==> src/rtl/wb_pkg.sv <==
// -----------------------------------------------------------------------------
// wb_pkg
// Shared definitions for the dual-port shared-RAM Wishbone subsystem.
//   - WB_ADDR_W / WB_DATA_W : default word-address and data widths, used by
//     both the initiator and the responder side.
//   - wb_init_state_t       : initiator FSM state encoding.
// -----------------------------------------------------------------------------
package wb_pkg;

   localparam int unsigned WB_ADDR_W = 10;
   localparam int unsigned WB_DATA_W = 32;

   typedef enum logic [1:0] {
      ST_IDLE     = 2'd0,
      ST_REQ      = 2'd1,
      ST_WAIT_ACK = 2'd2,
      ST_RESP     = 2'd3
   } wb_init_state_t;

endpackage : wb_pkg

==> src/rtl/wb_timeout_ctr.sv <==
// -----------------------------------------------------------------------------
// wb_timeout_ctr
// Clear/enable cycle counter with a terminal-count compare. The count stops at
// TIMEOUT_CYCLES and expired_o stays high until the next clear.
// TIMEOUT_CYCLES = 0 removes the counter and ties expired_o low.
// Ports:
//   clk, rst_n  : clock, asynchronous active-low reset
//   clr_i       : synchronous clear (wins over en_i)
//   en_i        : count enable
//   expired_o   : count has reached TIMEOUT_CYCLES
// -----------------------------------------------------------------------------
module wb_timeout_ctr #(
   parameter int unsigned TIMEOUT_CYCLES = 15
) (
   input  logic clk,
   input  logic rst_n,
   input  logic clr_i,
   input  logic en_i,
   output logic expired_o
);

   if (TIMEOUT_CYCLES == 0) begin : g_off
      assign expired_o = 1'b0;
   end else begin : g_on
      localparam int unsigned CNT_W = $clog2(TIMEOUT_CYCLES + 1);
      localparam logic [CNT_W-1:0] LIMIT = CNT_W'(TIMEOUT_CYCLES);

      logic [CNT_W-1:0] cnt_q, cnt_d;

      always_comb begin
         cnt_d = cnt_q;
         if (clr_i) begin
            cnt_d = '0;
         end else if (en_i && (cnt_q != LIMIT)) begin
            cnt_d = cnt_q + CNT_W'(1);
         end
      end

      always_ff @(posedge clk or negedge rst_n) begin
         if (!rst_n) begin
            cnt_q <= '0;
         end else begin
            cnt_q <= cnt_d;
         end
      end

      assign expired_o = (cnt_q == LIMIT);
   end

endmodule : wb_timeout_ctr

==> src/rtl/wb_port_initiator.sv <==
// -----------------------------------------------------------------------------
// wb_port_initiator
// Wishbone pipelined-mode initiator for one port of the dual-port shared RAM.
// Takes one command at a time from a valid/ready interface, holds stb and the
// request lines while the responder stalls (collision arbitration), returns
// read data or a timeout error on a one-cycle response pulse.
// Ports:
//   clk, rst_n                     : clock, asynchronous active-low reset
//   req_valid/req_ready            : command handshake
//   req_we/addr/wdata/sel          : command fields
//   rsp_valid/rsp_rdata/rsp_err    : one-cycle response (no back-pressure)
//   wb_*_o / wb_*_i                : Wishbone master signals
//   stall_count                    : saturating count of stalled stb cycles
// All outputs are registered.
// -----------------------------------------------------------------------------
module wb_port_initiator
   import wb_pkg::*;
#(
   parameter int unsigned ADDR_W         = WB_ADDR_W,
   parameter int unsigned DATA_W         = WB_DATA_W,
   parameter int unsigned TIMEOUT_CYCLES = 15,
   localparam int unsigned SEL_W         = DATA_W / 8
) (
   input  logic              clk,
   input  logic              rst_n,
   // command
   input  logic              req_valid,
   output logic              req_ready,
   input  logic              req_we,
   input  logic [ADDR_W-1:0] req_addr,
   input  logic [DATA_W-1:0] req_wdata,
   input  logic [SEL_W-1:0]  req_sel,
   // response
   output logic              rsp_valid,
   output logic [DATA_W-1:0] rsp_rdata,
   output logic              rsp_err,
   // wishbone master
   output logic              wb_cyc_o,
   output logic              wb_stb_o,
   output logic              wb_we_o,
   output logic [ADDR_W-1:0] wb_adr_o,
   output logic [DATA_W-1:0] wb_dat_o,
   output logic [SEL_W-1:0]  wb_sel_o,
   input  logic              wb_stall_i,
   input  logic              wb_ack_i,
   input  logic [DATA_W-1:0] wb_dat_i,
   // statistics
   output logic [15:0]       stall_count
);

   wb_init_state_t    state_q, state_d;
   logic              req_ready_q, req_ready_d;
   logic              rsp_valid_q, rsp_valid_d;
   logic [DATA_W-1:0] rsp_rdata_q, rsp_rdata_d;
   logic              rsp_err_q, rsp_err_d;
   logic              cyc_q, cyc_d;
   logic              stb_q, stb_d;
   logic              we_q, we_d;
   logic [ADDR_W-1:0] adr_q, adr_d;
   logic [DATA_W-1:0] dat_q, dat_d;
   logic [SEL_W-1:0]  sel_q, sel_d;
   logic [15:0]       stall_cnt_q, stall_cnt_d;

   logic tmo_clr, tmo_expired;
   logic ack_take, tmo_abort;

   wb_timeout_ctr #(
      .TIMEOUT_CYCLES(TIMEOUT_CYCLES)
   ) u_timeout (
      .clk       (clk),
      .rst_n     (rst_n),
      .clr_i     (tmo_clr),
      .en_i      ((state_q == ST_REQ) || (state_q == ST_WAIT_ACK)),
      .expired_o (tmo_expired)
   );

   always_comb begin
      // NOTE: every variable gets a default before the case so no path leaves
      // it unassigned; otherwise synthesis infers a latch.
      state_d     = state_q;
      req_ready_d = req_ready_q;
      rsp_valid_d = 1'b0;
      rsp_rdata_d = rsp_rdata_q;
      rsp_err_d   = rsp_err_q;
      cyc_d       = cyc_q;
      stb_d       = stb_q;
      we_d        = we_q;
      adr_d       = adr_q;
      dat_d       = dat_q;
      sel_d       = sel_q;
      stall_cnt_d = stall_cnt_q;
      tmo_clr     = 1'b0;
      ack_take    = 1'b0;
      tmo_abort   = 1'b0;

      unique case (state_q)
         ST_IDLE: begin
            if (req_valid) begin
               we_d        = req_we;
               adr_d       = req_addr;
               dat_d       = req_wdata;
               sel_d       = req_sel;
               cyc_d       = 1'b1;
               stb_d       = 1'b1;
               req_ready_d = 1'b0;
               tmo_clr     = 1'b1;
               state_d     = ST_REQ;
            end
         end

         ST_REQ: begin
            if (wb_stall_i) begin
               // An ack during a stall belongs to no accepted request: ignored.
               if (stall_cnt_q != 16'hFFFF) begin
                  stall_cnt_d = stall_cnt_q + 16'd1;
               end
               tmo_abort = tmo_expired;
            end else if (wb_ack_i) begin
               ack_take = 1'b1;
            end else if (tmo_expired) begin
               tmo_abort = 1'b1;
            end else begin
               stb_d   = 1'b0;
               state_d = ST_WAIT_ACK;
            end
         end

         ST_WAIT_ACK: begin
            // Ack wins over a timeout expiring in the same cycle.
            if (wb_ack_i) begin
               ack_take = 1'b1;
            end else if (tmo_expired) begin
               tmo_abort = 1'b1;
            end
         end

         ST_RESP: begin
            rsp_rdata_d = '0;
            rsp_err_d   = 1'b0;
            req_ready_d = 1'b1;
            state_d     = ST_IDLE;
         end

         default: state_d = ST_IDLE;
      endcase

      if (ack_take || tmo_abort) begin
         cyc_d       = 1'b0;
         stb_d       = 1'b0;
         rsp_valid_d = 1'b1;
         rsp_err_d   = tmo_abort;
         rsp_rdata_d = (ack_take && !we_q) ? wb_dat_i : '0;
         state_d     = ST_RESP;
      end
   end

   always_ff @(posedge clk or negedge rst_n) begin
      if (!rst_n) begin
         state_q     <= ST_IDLE;
         req_ready_q <= 1'b1;
         rsp_valid_q <= 1'b0;
         rsp_rdata_q <= '0;
         rsp_err_q   <= 1'b0;
         cyc_q       <= 1'b0;
         stb_q       <= 1'b0;
         we_q        <= 1'b0;
         adr_q       <= '0;
         dat_q       <= '0;
         sel_q       <= '0;
         stall_cnt_q <= '0;
      end else begin
         // NOTE: non-blocking assignments so every register samples the
         // pre-edge values regardless of statement order.
         state_q     <= state_d;
         req_ready_q <= req_ready_d;
         rsp_valid_q <= rsp_valid_d;
         rsp_rdata_q <= rsp_rdata_d;
         rsp_err_q   <= rsp_err_d;
         cyc_q       <= cyc_d;
         stb_q       <= stb_d;
         we_q        <= we_d;
         adr_q       <= adr_d;
         dat_q       <= dat_d;
         sel_q       <= sel_d;
         stall_cnt_q <= stall_cnt_d;
      end
   end

   assign req_ready   = req_ready_q;
   assign rsp_valid   = rsp_valid_q;
   assign rsp_rdata   = rsp_rdata_q;
   assign rsp_err     = rsp_err_q;
   assign wb_cyc_o    = cyc_q;
   assign wb_stb_o    = stb_q;
   assign wb_we_o     = we_q;
   assign wb_adr_o    = adr_q;
   assign wb_dat_o    = dat_q;
   assign wb_sel_o    = sel_q;
   assign stall_count = stall_cnt_q;

endmodule : wb_port_initiator

==> config.mk <==
export PLATFORM = sky130hd
export DESIGN_NAME = wb_port_initiator
export DESIGN_NICKNAME = d
export VERILOG_FILES = /design/src/rtl/wb_pkg.sv /design/src/rtl/wb_timeout_ctr.sv /design/src/rtl/wb_port_initiator.sv
export SDC_FILE = /design/constraint.sdc
export NUM_CORES = 1
export LEC_CHECK = 0
export ABC_AREA = 1
export ABC_CLOCK_PERIOD_IN_PS = 1600
export BUFFER_PORTS_ARGS = -buffer_cell sky130_fd_sc_hd__buf_2
export CAP_MARGIN = 15
export CORE_UTILIZATION = 41
export CTS_CLUSTER_DIAMETER = 150
export DETAILED_ROUTE_END_ITERATION = 7
export GPL_TIMING_DRIVEN = 0
export PLACE_DENSITY = 0.78
export SLEW_MARGIN = 30
export SYNTH_ARGS = -nofsm -noshare
export SYNTH_HDL_FRONTEND = slang
export SYNTH_SLANG_ARGS = --single-unit
export TNS_END_PERCENT = 10
==> constraint.sdc <==
create_clock -name clk -period 1.6 [get_ports clk]
set_clock_uncertainty 0.2 [all_clocks]
set_input_delay 0.32 -clock clk [delete_from_list [all_inputs] [get_ports clk]]
set_output_delay 0.32 -clock clk [all_outputs]
set_load 0.02 [all_outputs]
* After elaboration in Yosys (flattened, before gate mapping)
Index checks and enable logic that the tools add are counted.
** Word-level totals
- Bits of input ports :: 84
- Word-level logic and storage cells :: 78
- Output and inout bits :: 100
- Bits in registers :: 106
** Cells by class
- Add/subtract/negate cells :: 2
- Eq/ne operators :: 11
- Reduce and logical (&&, ||, !) cells :: 19
- Mux-type cells :: 33
** Operators with widths (count)
- $mux W32 :: 3
- $mux W1 :: 18
- $add A16 B1 Y16 const B :: 1
- $ne A16 B16 Y1 const B :: 1
- $mux W2 :: 5
- $reduce_and A5 Y1 :: 2
- $reduce_bool A2 Y1 :: 5
- $ne A3 B2 Y1 const B :: 3
- $mux W4 :: 2
- $pmux W1 S2 :: 4
- $pmux W2 S3 :: 1
- $reduce_and A2 Y1 :: 3
- $add A4 B1 Y4 const B :: 1
- $eq A2 B2 Y1 const B :: 2
- $eq A4 B4 Y1 const B :: 1
- $ne A4 B4 Y1 const B :: 1
- $reduce_bool A4 Y1 :: 1
- $ne A3 B3 Y1 const B :: 1
- $reduce_and A3 Y1 :: 1
- $reduce_bool A3 Y1 :: 1
- $eq A2 B1 Y1 const B :: 1
- $logic_and A1 B1 Y1 :: 2
- $logic_not A2 Y1 :: 1
- $logic_or A1 B1 Y1 :: 2
- other kinds (2) :: 2

* Depth between registers and ports, before layout
Gate-level depths: netlist of the first run.
- Depth in word-level cells :: 8
- Gate-level depth with buffers :: 9
- Gate-level depth less buffers :: 8

* Cells and area by module
From an unflattened synthesis of the first run, not the netlist that was laid out.
** Second synthesis, totals
- Cells, all modules :: 566
- Area total of the unflattened synthesis :: 4770.8 µm²
** By module, submodules not included
- wb_port_initiator :: cells each 537, instances 1, area an instance 4545.6 µm²
- wb_timeout_ctr :: cells each 29, instances 1, area an instance 225.2 µm²

* Worst setup path after synthesis of the first run
No wires, ideal clock.
- Path kind :: register -> register
- Start point :: reg stall_cnt_q[0], in the netlist stall_count[0]
- End point :: reg stall_cnt_q[13], in the netlist stall_count[13]
- Arrival time :: 1.486 ns
- Buffers on the path :: 1
- Path slack :: -0.203 ns
- Setup time :: 0.117 ns
- Clock period less this slack :: 1.803 ns
- Cell stages (with the launch flop) :: 10
- Data required time :: 1.283 ns
- Cells stage by stage :: dfrtp_1 -> ha_1 -> nand2_2 -> nor2_4 -> nand2_2 -> nor2_4 -> nor2_4 -> buf_6 -> nand2_1 -> nand2_1
** On the way
- Word-level cells in the longest chain between the ends :: 2
- Elaborated cells between the ends (all ways) :: 3
- Classes of those cells :: 1 x add/sub; 1 x eq/ne; 1 x reduce/logical
** RTL lines
- start, declared :: line wb_port_initiator.sv:62 : logic [15:0] stall_cnt_q, stall_cnt_d;
- start signal, assigned :: line wb_port_initiator.sv:185 : stall_cnt_q <= stall_cnt_d;
- branches (longest 2 deep; another with $add A16 B1 Y16)
Several ways; the timed one is not identified.
A chain may end at the register's enable or synchronous reset.

* Final worst setup path of the first run
- Start point :: reg state_q[0]
- End point :: reg rsp_rdata_q[22], in the netlist rsp_rdata[22]
** On the way
- Word-level cells in the longest chain between the ends :: 5
- Elaborated cells between the ends (all ways) :: 10
- Classes of those cells :: 3 x eq/ne; 4 x mux; 3 x reduce/logical
** RTL lines
- start, declared :: line wb_port_initiator.sv:51 : wb_init_state_t state_q, state_d;
- start signal, assigned :: line wb_port_initiator.sv:174 : state_q <= state_d;
- $eq A2 B2 Y1 / $eq A2 B1 Y1 (equally long branches) :: line wb_port_initiator.sv:96 : unique case (state_q)
- $pmux W1 S2 :: line wb_port_initiator.sv:96
- $logic_and A1 B1 Y1 :: line wb_port_initiator.sv:152 : rsp_rdata_d = (ack_take && !we_q) ? wb_dat_i : '0;
- $mux W32 :: line wb_port_initiator.sv:152
- $mux W32 :: line wb_port_initiator.sv:147 : if (ack_take || tmo_abort) begin
- end signal, assigned :: line wb_port_initiator.sv:177 : rsp_rdata_q <= rsp_rdata_d;
- end, declared :: line wb_port_initiator.sv:54 : logic [DATA_W-1:0] rsp_rdata_q, rsp_rdata_d;
Several ways; a longest one is shown, not always the timed one.

==> results of run 1 <==
-- through the flow --
step	worst slack, ns	instances	hold WS, ns	cell area, um2	setup TNS (ns)
floorplan	-0.0307	562	-0.176	4750	-1.03
global placement	-1.40	885	0.258	5840	-158.53
detailed placement	-0.522	886	0.102	5880	-33.38
CTS	-0.106	1000	0.186	7300	-4.13
global route	-0.261	1000	0.201	7380	-10.47
finish	-0.165	1000	0.197	7380	-5.58
-- tightest hold or removal path: stages --
cell and delay (ns):
buf_2 0.14, nand2_8 0.11, a22o_1 0.14
-- timing repair --
action | in CTS | in global routing
buffers inserted | 12 | 0
endpoints found under the hold margin | 127 | 0
gates resized for setup | 57 | 34
cloned | 6 | 0
hold buffers | 80 | 0
pin swaps | 29 | 5
endpoints found under the setup margin | 101 | 105
-- cell type report --
| class | count | area (um2) | area share, % |
|---|---|---|---|
| multi-input cells | 409 | 2020 | 27.3 |
| inverters | 24 | 100 | 1.36 |
| clock buffers | 11 | 243 | 3.29 |
| well taps | 140 | 175 | 2.37 |
| clock inverters | 5 | 77.6 | 1.05 |
| repair buffers | 281 | 1930 | 26.1 |
| flip-flops and latches | 106 | 2660 | 36.0 |
| plain buffers | 24 | 183 | 2.47 |
-- cells in the final DEF (no fill, tap or decap), types with 6 or more instances in the layout --
cell,count
buf_2,192
clkbuf_16,9
nand3_1,12
buf_4,8
nor2_1,21
nand2_4,6
nand4_1,36
dlygate4sd3_1,80
nand2_2,10
inv_1,18
dfrtp_1,102
nand2_1,276
buf_6,12
nor2_4,7
-- cells by family (layout without fill, tap and decap cells) --
logic type / after synthesis / in the layout
AO/OA/AOI/OAI: 19 / 19
XOR/XNOR: 5 / 5
adder cells (fa/ha/maj): 6 / 6
buffers and inverters: 48 / 345
flip-flops: 106 / 106
AND/OR/NAND/NOR: 378 / 379
-- routing by layer --
| layer | routed length, um | vias to the layer above | GRT usage [%] |
|---|---|---|---|
| met5 | 0 | - | 0 |
| met4 | 542 | 0 | 12.8 |
| met3 | 747 | 53 | 4.54 |
| met2 | 6970 | 180 | 41.4 |
| met1 | 6060 | 2289 | 30.6 |
| li1 | - | 2375 | - |
-- power breakdown --
part	switching [mW]	total, mW	internal, mW
combinational	3.77	6.03	2.26
sequential	0.704	4.47	3.76
clock	0.991	2.40	1.41
-- registers in the layout, indices dropped and copies added (netlist names) --
signal                cells
rsp_rdata                32
wb_dat_o                 32
stall_count              16
wb_adr_o                 10
u_timeout.g_on.cnt_q      4
wb_sel_o                  4
state_q                   2
req_ready                 1
rsp_err                   1
rsp_valid                 1
wb_cyc_o                  1
wb_stb_o                  1
wb_we_o                   1
-- worst min path at each step --
stage / from / endpoint / slack, ns / depth (start not counted)
2_1_floorplan: rst_n / rsp_err$_DFFE_PN0P_ / -0.18 / 0
3_3_place_gp: wb_dat_o[9]$_DFFE_PN0P_ / wb_dat_o[9]$_DFFE_PN0P_ / 0.26 / 2
3_5_place_dp: rst_n / stall_count[3]$_DFFE_PN0P_ / 0.10 / 1
4_1_cts: req_valid / req_ready$_DFFE_PN1P_ / 0.19 / 4
5_1_grt: req_valid / req_ready$_DFFE_PN1P_ / 0.20 / 3
6_report: req_valid / req_ready$_DFFE_PN1P_ / 0.20 / 3
==> metrics.md, run 1 <==
| Metric | Value |
|---|---|
| Status | finished with violations |
| Failing checks | negative setup slack |
| Clk slew on worst S/H paths | 0.07 ns |
| Starting DRT DRC Count | 340 |
| Die width | around 110 um |
| CP peak stage delay | 0.41 ns |
| CP Max Fanout | 8 |
| DRC viols | 0 |
| Worst Path Arrival | around 1.8 ns |
| CTS Buffer Depth | 2 |
| CP Launch Point | state_q[0]$_DFFE_PN0P_ |
| Fillers | approximately 860 |
| CP Class | reg2reg |
| Max-slew violations | 0 |
| GR Util All Layers | 24.8% |
| Final #Nets | 945 |
| Area leader, netlist | dfrtp_1 |
| Final period utilization | 110% |
| CP Depth | 10 |
| Worst path required time | 1.67 ns |
| Die area | about 12000 um2 |
| Count leader, synth | nand2_1 |
| Critical Path Sink | rsp_rdata[22]$_DFFE_PN0P_ |
| PwrDens | between 1500 and 2000 nW/um2 |
| Slew Limit Headroom | 67.2% |
| Vias in the first global route | ~5000 |
| Cell family with most CP delay | buffers and inverters |
| Initial Utilization | roughly 43% |
| Synthesized area per cell | 8.37 um2 |
| Final Hold Fails | 0 |
| Fin util | around two thirds |
| Layout cells sized above 1 | roughly 34% |
| PortBufs | 183 |
| Adder-Cell Fraction of Synth Area | 1.60% |
| R2R cell count | 10 |
| Highest Clock Rate | 566 MHz |
| Setup-failing EPs final | 51 |
| Hold Path Class | in2reg |
| Worst skew pair latency | 0.34 ns |
| PnR worst setup slack | -0.165 ns |
| Count of cell types in the netlist | 29 |
| Compound-cell area share of the yosys netlist | 2.61% |
| Height of the die | ~110 um |
| VDD IR max | ~850 uV |
| Register area share after synthesis | between 50 and 60% |
| Mux cell area share after synthesis | 0% |
| Leakage power | 4.07 nW |
| Drt first pass iters | 4 |
| Worst-path cell chain | inv_2 > ha_4 > inv_4 > o21ai_4 > nand2_4 > nor2_4 > buf_12 > buf_8 > nand2_2 > nand2_1 |
| Max Cap Viol | 0 |
| Total CTS buffers | 9 |
| Top cells by area, synth | dfrtp_1, nand2_1, nand4_1 |
| Critical path endpoint category | flop |
| CTS tree | done |
| Initial antenna violation count | 0 |
| H-Tree Depth | 3 |
| Main combinational cell family by area after synthesis | simple AND/OR/NAND/NOR gates |
| Startpoint types | flop |
| FF+latch count, synth | approximately 110 |
| Area delta synth->final | 56.9% |
| Pin count of the biggest net entering global routing | 58 |
| Yosys Warn Count | 0 |
| R2r startpoint | state_q[0]$_DFFE_PN0P_ |
| CP max-delay cell | dfrtp_1 |
| Global-route wire length before repair | 23.0 mm |
| Mapped Cells | 562 |
| Gr ovfl total | 0 |
| Final HPWL DP | 8.39 mm |
| Post-layout minimum cycle time | 1.77 ns |
| Syn Std Cell Area | 4700 um2 |
| R2R setup slack | -0.17 ns |
| Ports | 184 |
| Synth Net Count | 652 |
| Buf/Inv on CP | 4 |
| Yosys top cell area share | a little under three fifths |
| Vias per inst | roughly 5 |
| Measured slew at the worst slew-check pin | 0.492 ns |
| RSZ-0062 raised after global routing | yes |
| Post-route ant nets | 0 |
| Number of synthesized flops with an enable pin | 0 |
| # rows | 38 |
| Post-synth top cells | nand2_1, dfrtp_1, nand4_1 |
| Simple-Gate Fraction of Synth Area | around a third |
| Final Total Pwr | 12.9 mW |
| Post-Route WL | 14.3 mm |
| Core area | 11000 um2 |
| Ys async rst share | 100% |
| # diodes | 0 |
| Post-synth top flop | dfrtp_1 |
| Root buffer cell | clkbuf_16 |
| Via count | 4897 |
| Clock sinks | 106 |
| Final GP Congestion | approximately 0.81 |
| Reg-to-Reg End | rsp_rdata[22]$_DFFE_PN0P_ |
| XOR/XNOR Fraction of Synth Area | 0.931% |
| DR WL/cell | roughly 14 um |
(Power assumes the default switching activity.)
==> inputs of run 2 (changes only) <==
Settings changed: ABC_CLOCK_PERIOD_IN_PS 1600 to 2100, PLACE_DENSITY 0.78 to 0.75.
Clock period 1.6 ns to 2.1 ns, I/O delays scaled along.
==> run 2 against run 1 <==
The run now ends clean; clock power decreased by 22%; register-to-register slack improved by 0.39 ns; final area decreased by 16%; count of clock-buffer cells in the layout increased by 1; global-route usage decreased by 4.4 points; wire length decreased by 17%; flip-flop and latch count unchanged; worst setup slack improved by 0.39 ns; final cell count decreased by 9.7%; combinational power decreased by 36%; first-iteration DRC count increased by 4.7%; core utilization decreased by 11 points; largest power group unchanged.
==> metrics.md, run 2 (synthesis results as in run 1) <==
| Metric | Value |
|---|---|
| Status | finished clean |
| Switch share | 42.0% (-0.42 points) |
| Area of the multi-input gates | 1830 um2 (-9.2%) |
| Clk pwr share | 20.5% (+1.9 points) |
| Clock sinks | 106 (unchanged) |
| Starting DRT DRC Count | 356 (+4.7%) |
| Fin util | 56.1% (-11 points) |
| DRC viols | 0 (unchanged) |
| Initial Utilization | 42.6% (unchanged) |
| RSZ-0062 raised after global routing | no |
| Reg power frac | 37.4% (+2.8 points) |
| Hold Path Class | in2reg |
| Hold WS | 0.0714 ns (-0.126 ns) |
| CP peak stage delay | 0.41 ns (about the same) |
| PwrDens | 1470 nW/um2 (-16%) |
| P_int | 5.28 mW (-29%) |
| Buf/Inv on CP | 2 (-2) |
| GR Util met2 | 32.9% (-8.5 points) |
| Layout cells sized above 1 | 30.5% (-3.5 points) |
| CTS tree | done |
| Worst slack at placement | -0.114 ns (+0.408 ns) |
| DR WL/cell | 13.2 um (-7.6%) |
| CTS Buffer Depth | 2 (unchanged) |
| Pin count of the biggest net entering global routing | 68 (+17%) |
| # rows | 38 (unchanged) |
| Cell family with most CP delay | simple AND/OR/NAND/NOR gates |
| Global-route wire length before repair | 18.7 mm (-18%) |
| Drt first pass iters | 4 (unchanged) |
| Fillers | 1062 (+24%) |
| Die width | 109 um (unchanged) |
| Highest Clock Rate | 533 MHz (-5.9%) |
| Final GP Congestion | 0.811 (+0.58%) |
| Most used cell, CP | nand2_1 |
| P_sw | 3.82 mW (-30%) |
| CP Max Fanout | 10 (+2) |
| PnR worst setup slack | 0.224 ns (+0.390 ns) |
| Measured slew at the worst slew-check pin | 0.472 ns (-0.0201 ns) |
| Area delta synth->final | 31.4% |
| Critical path endpoint category | flop |
| Ports | 184 (unchanged) |
| Post-Route WL | 11.9 mm (-17%) |
| Grt peak-use layer | met2 |
| Core area | 11000 um2 (unchanged) |
| Setup-failing EPs final | 0 (-100%) |
| M1 GR Usage | 26.6% (-3.9 points) |
| Max Cap Viol | 0 (unchanged) |
| VDD IR max | 680 uV (-20%) |
| Final HPWL DP | 8.80 mm (+5.0%) |
| Final #Nets | 848 (-10%) |
| Sequential cell area | 2650 um2 (-0.14%) |
| Via count | 4322 (-12%) |
| Height of the die | 109 um (unchanged) |
| Worst Path Arrival | 1.95 ns (+0.11 ns) |
| Root buffer cell | clkbuf_16 |
| Met3 usage | 3.77% (-0.78 points) |
| Slew Limit Headroom | 68.5% (+1.3 points) |
| CP Class | reg2reg |
| CP max-delay cell | dfrtp_1 |
| Post-route ant nets | 0 (unchanged) |
| Combinational power share | 42.1% (-4.6 points) |
| Worst path required time | 2.17 ns (+0.50 ns) |
| Initial antenna violation count | 0 (unchanged) |
| PortBufs | 183 (unchanged) |
| Worst-path cell chain | inv_1 > ha_1 > nand3_1 > o21ai_2 > nand2_2 > nor2_4 > buf_4 > nand2_1 > nand2_1 |
| Final period utilization | 89.3% (-21 points) |
| Vias in the first global route | 4006 (-20%) |
| Worst skew pair latency | 0.34 ns (about the same) |
| Max-slew violations | 0 (unchanged) |
| Startpoint types | flop |
| Total CTS buffers | 9 (unchanged) |
| # diodes | 0 (unchanged) |
| H-Tree Depth | 3 (unchanged) |
| Leakage power | 3.54 nW (-13%) |
| Post-CTS Setup Inserts | 0 (-12) |
| Commonest cells after routing, fill and taps aside | nand2_1, buf_2, dfrtp_1 |
| Final Hold Fails | 0 (unchanged) |
| Die area | 11900 um2 (unchanged) |
| Vias per inst | 4.79 (-2.3%) |
| GR Util All Layers | 20.4% (-4.4 points) |
| Commonest non-fill, non-tap cell in the layout | nand2_1 |
| Gr ovfl total | 0 (unchanged) |
| Clk slew on worst S/H paths | 0.07 ns (about the same) |
| Post-layout minimum cycle time | 1.88 ns (+0.110 ns) |
## run 2: final timing paths
path | start | end | slack, ns | cells after the start
max in group asynchronous | rst_n | req_ready$_DFFE_PN1P_ | 0.67 | 3
max | state_q[1]$_DFFE_PN0P_ | rsp_rdata[12]$_DFFE_PN0P_ | 0.22 | 9
max reg2reg | state_q[1]$_DFFE_PN0P_ | rsp_rdata[12]$_DFFE_PN0P_ | 0.22 | 9
min in group asynchronous | rst_n | wb_sel_o[0]$_DFFE_PN0P_ | 0.36 | 2
min | req_wdata[14] | wb_dat_o[14]$_DFFE_PN0P_ | 0.07 | 3
min reg2reg | wb_dat_o[2]$_DFFE_PN0P_ | wb_dat_o[2]$_DFFE_PN0P_ | 0.27 | 2
## run 2: repair_timing
item,in CTS,in global routing
endpoints found under the hold margin,39,0
hold buffers,1,0
endpoints found under the setup margin,10,2
pin swaps,0,0
resized for setup,2,1
## run 2: layer usage
metal  wire length, um  part of all wire (%)  vias up
met3               575                   4.8       10
li1                  -                     -     2172
met5                 0                     0        -
met4               119                   1.0        0
met1              5330                    45     2032
met2              5920                    50      108
## run 2: area by class of cell
class                   instances  share of cell area [%]
flip-flops and latches        106                    42.9
well taps                     140                    2.83
clock inverters                 4                    1.17
inverters                      24                    1.48
plain buffers                  24                    2.14
multi-input cells             408                    29.6
repair buffers                185                    15.5
clock buffers                  12                    4.31
## run 2: metrics by stage
| step | total power [mW] | instances | setup TNS [ns] | cell area (um2) |
|---|---|---|---|---|
| after floorplan | 5.87 | 562 | 0 | 4700 |
| after global placement | 7.11 | 885 | -80.19 | 5800 |
| after detailed placement | 7.27 | 886 | -0.434 | 5830 |
| after CTS | 9.18 | 903 | 0 | 6180 |
| after global routing | 9.74 | 903 | 0 | 6180 |
| final | 9.10 | 903 | 0 | 6180 |
## run 2: power groups by stage
stage / registers [mW] / logic [mW] / clock network [mW]
after global routing: 3.50 / 4.23 / 2.01
after global placement: 3.38 / 3.74 / 0
after CTS: 3.40 / 3.86 / 1.92
final: 3.41 / 3.83 / 1.86
after detailed placement: 3.41 / 3.86 / 0
after floorplan: 4.27 / 1.60 / 0
## run 2: worst reg2reg max path, stage by stage, from the launching register on
cell and delay [ns]:
dfrtp_1 0.41, inv_1 0.09, ha_1 0.25, nand3_1 0.12, o21ai_2 0.07, nand2_2 0.17, nor2_4 0.19, buf_4 0.19
nand2_1 0.06, nand2_1 0.07
